`config.mk`:
```
export PLATFORM = sky130hd
export DESIGN_NAME = npu_input_stream_adapter
export DESIGN_NICKNAME = d
export VERILOG_FILES = /design/src/rtl/npu_input_pkg.sv /design/src/rtl/npu_sync_fifo.sv /design/src/rtl/npu_input_stream_adapter.sv
export SDC_FILE = /design/constraint.sdc
export NUM_CORES = 1
export LEC_CHECK = 0
export ABC_AREA = 0
export CORE_ASPECT_RATIO = 0.8
export CORE_UTILIZATION = 61
export CTS_CLUSTER_SIZE = 12
export DETAILED_ROUTE_END_ITERATION = 16
export PLACE_DENSITY = 0.79
export SKIP_LAST_GASP = 1
export SLEW_MARGIN = 20
export SYNTH_ARGS = -nofsm -noshare
export SYNTH_HDL_FRONTEND = slang
export SYNTH_SLANG_ARGS = --single-unit
export TNS_END_PERCENT = 1
```
`constraint.sdc`:
```
create_clock -name clk -period 4.3 [get_ports clk]
set_clock_uncertainty 0.05 [all_clocks]
set_input_delay 0.645 -clock clk [delete_from_list [all_inputs] [get_ports clk]]
set_output_delay 0.645 -clock clk [all_outputs]
set_load 0.005 [all_outputs]
```
`src/rtl/npu_input_pkg.sv`:
```
// Shared constants and elaboration helpers for the NPU input stream adapter.
package npu_input_pkg;

    localparam int NPU_IN_W   = 32;
    localparam int NPU_OUT_W  = 16;
    localparam int NPU_CONF_W = 16;

    function automatic int npu_clog2(input int v);
        int r = 0;
        while ((1 << r) < v) r++;
        return r;
    endfunction

    // The host word must split into a whole number of beats.
    function automatic bit npu_ratio_ok(input int in_w, input int out_w);
        return (out_w > 0) && (in_w >= out_w) && ((in_w % out_w) == 0);
    endfunction

endpackage

```
`src/rtl/npu_sync_fifo.sv`:
```
// Synchronous W x DEPTH FIFO with occupancy count; head word is visible combinationally.
module npu_sync_fifo
    import npu_input_pkg::*;
#(
    parameter int W     = 32,
    parameter int DEPTH = 16
) (
    input  logic                       clk,
    input  logic                       rst,
    input  logic                       push,
    input  logic [W-1:0]               wr_data,
    input  logic                       pop,
    output logic [W-1:0]               rd_data,
    output logic [npu_clog2(DEPTH):0]  level,
    output logic                       full,
    output logic                       empty
);

    localparam int AW = npu_clog2(DEPTH);
    localparam logic [AW:0] FULL_CNT = DEPTH[AW:0];

    logic [W-1:0]  mem [DEPTH];
    logic [AW-1:0] wr_ptr;
    logic [AW-1:0] rd_ptr;
    logic [AW:0]   count;
    logic          do_push;
    logic          do_pop;

    // Full is judged on the pre-pop count, so a write while full is dropped
    // even if a pop happens in the same cycle.
    assign full    = (count == FULL_CNT);
    assign empty   = (count == '0);
    assign do_push = push && !full;
    assign do_pop  = pop && !empty;
    assign rd_data = mem[rd_ptr];
    assign level   = count;

    always_ff @(posedge clk) begin
        if (do_push) mem[wr_ptr] <= wr_data;
    end

    always_ff @(posedge clk) begin
        if (rst) begin
            wr_ptr <= '0;
            rd_ptr <= '0;
            count  <= '0;
        end else begin
            if (do_push) wr_ptr <= wr_ptr + 1'b1;
            if (do_pop)  rd_ptr <= rd_ptr + 1'b1;
            case ({do_push, do_pop})
                2'b10:   count <= count + 1'b1;
                2'b01:   count <= count - 1'b1;
                default: count <= count;
            endcase
        end
    end

endmodule

```
`src/rtl/npu_input_stream_adapter.sv`:
```
// Host-word FIFO feeding a holding register that serialises words into framed narrow beats.
// Define NPU_INPUT_MSB_FIRST_EN to emit the most significant slice of each word first.
module npu_input_stream_adapter
    import npu_input_pkg::*;
#(
    parameter int IN_W   = NPU_IN_W,
    parameter int OUT_W  = NPU_OUT_W,
    parameter int DEPTH  = 16,
    parameter int CONF_W = NPU_CONF_W
) (
    input  logic                       clk,
    input  logic                       rst,
    input  logic                       wr_en,
    input  logic [IN_W-1:0]            wr_data,
    output logic                       full,
    output logic                       overflow,
    output logic [npu_clog2(DEPTH):0]  level,
    input  logic                       conf_en,
    input  logic [CONF_W-1:0]          conf_data,
    output logic                       out_valid,
    input  logic                       out_ready,
    output logic [OUT_W-1:0]           out_data,
    output logic                       out_last,
    output logic                       empty
);

    localparam int RATIO  = IN_W / OUT_W;
    localparam int LANE_W = (RATIO > 1) ? npu_clog2(RATIO) : 1;
    localparam logic [LANE_W-1:0] LAST_LANE = LANE_W'(RATIO - 1);

    if (!npu_ratio_ok(IN_W, OUT_W)) begin : g_bad_ratio
        $error("IN_W must be an integer multiple of OUT_W");
    end
    if (DEPTH < 2 || (DEPTH & (DEPTH - 1)) != 0) begin : g_bad_depth
        $error("DEPTH must be a power of 2 and at least 2");
    end

    logic [IN_W-1:0]              fifo_head;
    logic                         fifo_empty;
    logic                         pop;
    logic [IN_W-1:0]              hold_word;
    logic                         hold_vld;
    logic [LANE_W-1:0]            lane;
    logic                         xfer;
    logic                         last_lane;
    logic [RATIO-1:0][OUT_W-1:0]  lanes;

    logic [CONF_W-1:0]            frame_len;
    logic [CONF_W-1:0]            beat_cnt;
    logic [CONF_W-1:0]            pending_len;
    logic                         pend;
    logic                         last_beat;

    npu_sync_fifo #(.W(IN_W), .DEPTH(DEPTH)) u_fifo (
        .clk     (clk),
        .rst     (rst),
        .push    (wr_en),
        .wr_data (wr_data),
        .pop     (pop),
        .rd_data (fifo_head),
        .level   (level),
        .full    (full),
        .empty   (fifo_empty)
    );

    assign xfer      = hold_vld && out_ready;
    assign last_lane = (lane == LAST_LANE);
    // Reload on the final lane's transfer so consecutive words stream without a bubble.
    assign pop       = !fifo_empty && (!hold_vld || (xfer && last_lane));
    assign empty     = fifo_empty && !hold_vld;
    assign out_valid = hold_vld;

    for (genvar l = 0; l < RATIO; l++) begin : g_lane
`ifdef NPU_INPUT_MSB_FIRST_EN
        assign lanes[l] = hold_word[(RATIO-1-l)*OUT_W +: OUT_W];
`else
        assign lanes[l] = hold_word[l*OUT_W +: OUT_W];
`endif
    end

    assign out_data  = lanes[lane];
    assign last_beat = (frame_len != '0) && (beat_cnt == frame_len - CONF_W'(1));
    assign out_last  = hold_vld && last_beat;

    always_ff @(posedge clk) begin
        if (rst) begin
            hold_word <= '0;
            hold_vld  <= 1'b0;
            lane      <= '0;
            overflow  <= 1'b0;
        end else begin
            if (pop) begin
                hold_word <= fifo_head;
                hold_vld  <= 1'b1;
            end else if (xfer && last_lane) begin
                hold_vld  <= 1'b0;
            end
            if (xfer) lane <= last_lane ? '0 : lane + 1'b1;
            if (wr_en && full) overflow <= 1'b1;
        end
    end

    // A new length only takes effect at a frame boundary, so a frame in flight keeps its size.
    always_ff @(posedge clk) begin
        if (rst) begin
            frame_len   <= '0;
            beat_cnt    <= '0;
            pending_len <= '0;
            pend        <= 1'b0;
        end else begin
            if (xfer) beat_cnt <= (last_beat || frame_len == '0) ? '0 : beat_cnt + 1'b1;
            if (pend && ((beat_cnt == '0 && !xfer) || (xfer && last_beat))) begin
                frame_len <= pending_len;
                pend      <= 1'b0;
            end
            if (conf_en) begin
                pending_len <= conf_data;
                pend        <= 1'b1;
            end
        end
    end

endmodule

```
# After elaboration in Yosys (flattened, before gate mapping)
# Memory sizes are Yosys's and may differ from the RTL's. A register that Yosys moved wholly into a read port is not among the register bits.
# Index checks and enable logic that the tools add are counted.
totals:
  regBits: 65
  mem_bits_rw: 512
  mem_count: 1
classes:
  n_addsub: 7
  n_lt_le_gt_ge: 1
  n_eq_ne: 4
  muxes: 11
  reduce_logical: 26
mem_list:
  columns: ["memory", "depth", "width", "read_ports", "rd_ports_with_merged_regs", "wr", "line", "source"]
  rows:
  - ["u_fifo.mem", 16, 32, 1, 1, 1, "npu_sync_fifo.sv:22", "logic [W-1:0] mem [DEPTH];"]
op_table:
  columns: ["operator", "count"]
  rows:
  - ["two-way mux 16 bit", 3]
  - ["logical NOT 16 bit", 2]
  - ["adder 16 x 1 -> 16 bit (second input constant)", 1]
  - ["equality test 16 bit", 1]
  - ["nonzero test 16 bit", 1]
  - ["subtractor 16 x 1 -> 16 bit (second input constant)", 1]
  - ["logical AND 1 bit", 12]
  - ["one-hot mux 5 bit (2 select lines)", 1]
  - ["adder 4 x 1 -> 4 bit (second input constant)", 2]
  - ["two-way mux 1 bit", 7]
  - ["nonzero test 2 bit", 3]
  - ["adder 5 x 1 -> 5 bit (second input constant)", 1]
  - ["equality test 5 bit (second input constant)", 1]
  - ["logical NOT 5 bit", 1]
  - ["subtractor 5 x 1 -> 5 bit (second input constant)", 1]
  - ["logical NOT 1 bit", 4]
  - ["logical OR 1 bit", 3]
  - ["equality test 2 x 1 -> 1 bit (second input constant)", 1]
  - ["equality test 2 bit (second input constant)", 1]
  - ["< comparator 1 x 2 -> 1 bit (second input constant)", 1]
  - ["adder 1 bit (second input constant)", 1]

# Longest topological paths before layout
# Gate-level depths: netlist of run 1.
depth:
  ltp_word: 8
  ltp_mapped: 15
  ltp_nobuf: 13

# By module
# A second synthesis of run 1 with hierarchy kept.
hier_totals:
  hier_cells: 1394
  area_unflattened_um2: 24277.0
by_module_without_submodules:
  columns: ["module", "n_inst", "cells_per_inst", "area_per_inst_um2"]
  rows:
  - ["npu_sync_fifo", 1, 909, 20120.5]
  - ["npu_input_stream_adapter", 1, 485, 4156.5]

# Worst setup path after synthesis of run 1
# No wires, ideal clock.
synth_timing:
  kind: "in2reg"
  start: "in wr_en"
  end: "mem u_fifo.mem[3][0], enable pin"
  setup_time_ps: 461
  t_arrival_ps: 3398
  required_time_ps: 3789
  path_slack_ps: 391
  stages: 4
  path_buffers: 1
  path_cell_list: "and2_1 -> clkbuf_1 -> nand2_1 -> nor3_1"
synth_via:
  elab_chain_cells: 3
synth_rtl:
  columns: ["item", "line", "source"]
  rows:
  - ["start: declaration", "npu_input_stream_adapter.sv:13", "input logic wr_en,"]
  - ["logical AND 1 bit", "npu_sync_fifo.sv:33", "assign do_push = push && !full;"]
  - ["two-way mux 1 bit", "npu_sync_fifo.sv:39", "if (do_push) mem[wr_ptr] <= wr_data;"]
  - ["two-way mux 1 bit (not written as such)", "npu_sync_fifo.sv:39", null]
  - ["end: declaration", "npu_sync_fifo.sv:22", null]
# No other way between the ends.

# Worst setup path after layout of run 1
layout_timing:
  start: "reg frame_len[6]"
  end: "out out_last"
layout_via:
  elab_chain_cells: 4
layout_rtl:
  columns: ["item", "line", "source"]
  rows:
  - ["start: declaration", "npu_input_stream_adapter.sv:48", "logic [CONF_W-1:0] frame_len;"]
  - ["start signal: assignment", "npu_input_stream_adapter.sv:113", "frame_len <= pending_len;"]
  - ["subtractor 16 x 1 -> 16 bit", "npu_input_stream_adapter.sv:82", "assign last_beat = (frame_len != '0) && (beat_cnt == frame_len - CONF_W'(1));"]
  - ["equality test 16 bit", "npu_input_stream_adapter.sv:82", null]
  - ["logical AND 1 bit (*)", "npu_input_stream_adapter.sv:82", null]
  - ["logical AND 1 bit (*)", "npu_input_stream_adapter.sv:83", "assign out_last = hold_vld && last_beat;"]
  - ["end: declaration", "npu_input_stream_adapter.sv:23", "output logic out_last,"]
# Every way passes the cells marked *; elsewhere a longest branch is shown, timed or not.

==> results_dict.tcl, run 1 <==
set metrics [dict create \
    cts_resized 0 \
    final_common_cell "edfxtp_1" \
    synth-edff-count 512 \
    start_util_pct 62.4 \
    drv_cap 0 \
    final_core_util_pct 71.0 \
    hold_start "rst" \
    finalCritPeriodShare_pct 95.0 \
    cts_buffers 58 \
    start_kind "register" \
    dpl_cell_area_um2 25700 \
    clk_pin_slew_ps 60 \
    yosysWarnings 0 \
    row_count 64 \
    syn_nets 1362 \
    portBuffers 78 \
    dieWidth_um 224 \
    finalSetupTns_ps 0 \
    synthArstFlopShare_pct 0 \
    finalHoldViolCount 0 \
    coreArea_um2 38600 \
    ant_nets 0 \
    place.gp.congestion 0.890 \
    grt_antenna_before_repair 3 \
    first_iter_violations 1207 \
    p_total_mw 15.0 \
    area_growth_pct 13.8 \
    crit_chain "or4_4, nor4_4, o2111a_1, nor2_1, or3_1, nor3_1, and4_1, clkdlybuf4s50_1" \
    wl_um 53500 \
    ff2ff_path_depth 7 \
    drt_first_pass_iters 5 \
    path_class "register to primary output" \
    worstPathMaxFanout 9 \
    die-area_um2 40300 \
    grt_usage_pct 27.3 \
    end_kind "primary output" \
    fin_area_um2 27400 \
    cp.arrival_ps 3390 \
    clk_latency_ps 610 \
    slew_viol_final 0 \
    fin_nets 1464 \
    syn_avg_cell_area_um2 18.6 \
    min_path_type "input pin to register" \
    worstReg2RegStart "frame_len[2]$_SDFFE_PP0P_" \
    reg2reg_setup_slack_ps 1110 \
    cp_slowest_stage_delay_ps 590 \
    ys_seq_area_share_pct 71.9 \
    whs_path_depth 2 \
    slew_headroom_pct 26.2 \
    drive_gt1_share_pct 21.5 \
    grt_overflow_total 0 \
    cp_top_family "simple AND/OR/NAND/NOR gates" \
    cts_sinks 609 \
    synth_ff_type "edfxtp_1" \
    r2r_end "frame_len[11]$_SDFFE_PP0P_" \
    post-dp-hpwl_um 29200 \
    synthDistinctLibCells 60 \
    htreeDepth 2 \
    cts_tree "done" \
    crit_required_ps 3610 \
    rsz0062_at_grt "no" \
    grt_pass1_vias 12700 \
    synth-seq-cells 609 \
    mostFrequentLayoutCells "edfxtp_1, mux4_2, dfxtp_1" \
    drc 0 \
    vias 12500 \
    cts_buffer_depth 3 \
    cts_setup_buffers 0 \
    grt_max_degree 97 \
    min_to "beat_cnt[0]$_SDFFE_PP0P_" \
    setup_violations 0 \
    max_freq_mhz 245 \
    power_density_nw_per_um2 546 \
    cpMaxStageDelayCell "or4_4" \
    wire_per_inst_um 27.1 \
    io_pins 79 \
    p_leak_nw 8.80 \
    min_period_ps 4080 \
    ir_drop_mv 0.559 \
    postCtsHoldBufs 0 \
    worst_slew_pin_slew_ps 1100 \
    crit_buf_inv 1 \
    die_y_um 180 \
    netlist_instances 1295 \
    status "finished, final reports clean" \
    cts-root-buf "clkbuf_16" \
    grt_pass1_wl_um 79800 \
    netlist_area_um2 24100 \
    via_per_inst 6.36 \
]
cells by family after synthesis:
kind of cell | share of synthesized area (%)
buffers and inverters | 1.41
xor gates and xnor gates | 1.53
muxes | 17.0
AOI/OAI and AO/OA | 1.83
DFF | 71.9
adders and majority gates | 0.759
and+or+nand+nor | 5.52
flip-flops by register name, summed over array words and instances (netlist names):
register,cells
u_fifo.level,5
u_fifo.mem,512
lane,1
frame_len,16
beat_cnt,16
pending_len,16
overflow,1
u_fifo.rd_ptr,4
pend,1
u_fifo.wr_ptr,4
hold_word,32
out_valid,1
layout make-up:
| class | instances | area (um2) |
|---|---|---|
| flip-flops and latches | 609 | 17300 |
| fillers | 2367 | 11200 |
| multi-input cells | 600 | 6540 |
| clock buffers | 102 | 1660 |
| repair buffers | 112 | 1110 |
| well taps | 528 | 661 |
| inverters | 16 | 60.1 |
| clock inverters | 5 | 46.3 |
| diodes | 2 | 5.00 |
metal layers:
layer,vias up,wire length [um],track usage (%)
met1,6522,22200,39.7
met4,2,1300,8.90
li1,5327,-,-
met2,608,25600,42.3
met3,90,4310,5.21
met5,-,11,0
stage by stage:
step	cells	setup WS, ps	hold slack (ps)
6_report	1974	215	237
5_1_grt	1974	52.6	224
4_1_cts	1972	212	212
3_5_place_dp	1865	847	395
3_3_place_gp	1865	870	389
2_1_floorplan	1295	391	383
report_power, final:
part           internal, mW  total (mW)  switching (mW)
Sequential             6.74        7.06           0.319
Combinational          1.58        3.22            1.64
Clock                  2.60        4.69            2.10
cell usage after synthesis, types with 2 or more instances:
master | count | area, um2
a211oi_1 | 2 | 15.0
a21o_1 | 2 | 15.0
a21oi_1 | 43 | 215
and2_1 | 5 | 31.3
and3_1 | 2 | 12.5
and4_1 | 2 | 17.5
buf_1 | 20 | 75.1
clkbuf_1 | 47 | 176
dfxtp_1 | 97 | 1940
edfxtp_1 | 512 | 15400
ha_1 | 13 | 163
inv_1 | 15 | 56.3
mux2_2 | 16 | 180
mux2i_1 | 32 | 320
mux4_2 | 160 | 3600
nand2_1 | 86 | 323
nand2b_1 | 34 | 213
nand3_1 | 6 | 30.0
nand4_1 | 10 | 62.6
nor2_1 | 76 | 285
nor2b_1 | 4 | 25.0
nor3_1 | 14 | 70.1
nor3b_1 | 2 | 15.0
nor4_1 | 7 | 43.8
nor4_4 | 2 | 42.5
o2111a_1 | 2 | 22.5
o211ai_1 | 2 | 15.0
o21ai_0 | 4 | 20.0
or3_1 | 6 | 37.5
or4_1 | 2 | 15.0
xnor2_1 | 16 | 140
xor2_1 | 26 | 228
worst max-delay path by stage:
stage                     cells after the start                         end  slack [ps]                      start
final                                         8                    out_last         220  frame_len[6]$_SDFFE_PP0P_
after global routing                          8                    out_last          50  frame_len[6]$_SDFFE_PP0P_
after CTS                                     8                    out_last         210  frame_len[6]$_SDFFE_PP0P_
after detailed placement                      8                    out_last         850  frame_len[6]$_SDFFE_PP0P_
after global placement                        8                    out_last         870  frame_len[6]$_SDFFE_PP0P_
after floorplan                               4  u_fifo.mem[3][0]$_DFFE_PP_         390                      wr_en
(Power assumes the default switching activity.)
==> run 2: changes to the inputs <==
- HOLD_SLACK_MARGIN: unset -> 0.15
==> results of run 2 <==
The final DEF is identical to that of run 1; final timing and power are the same.
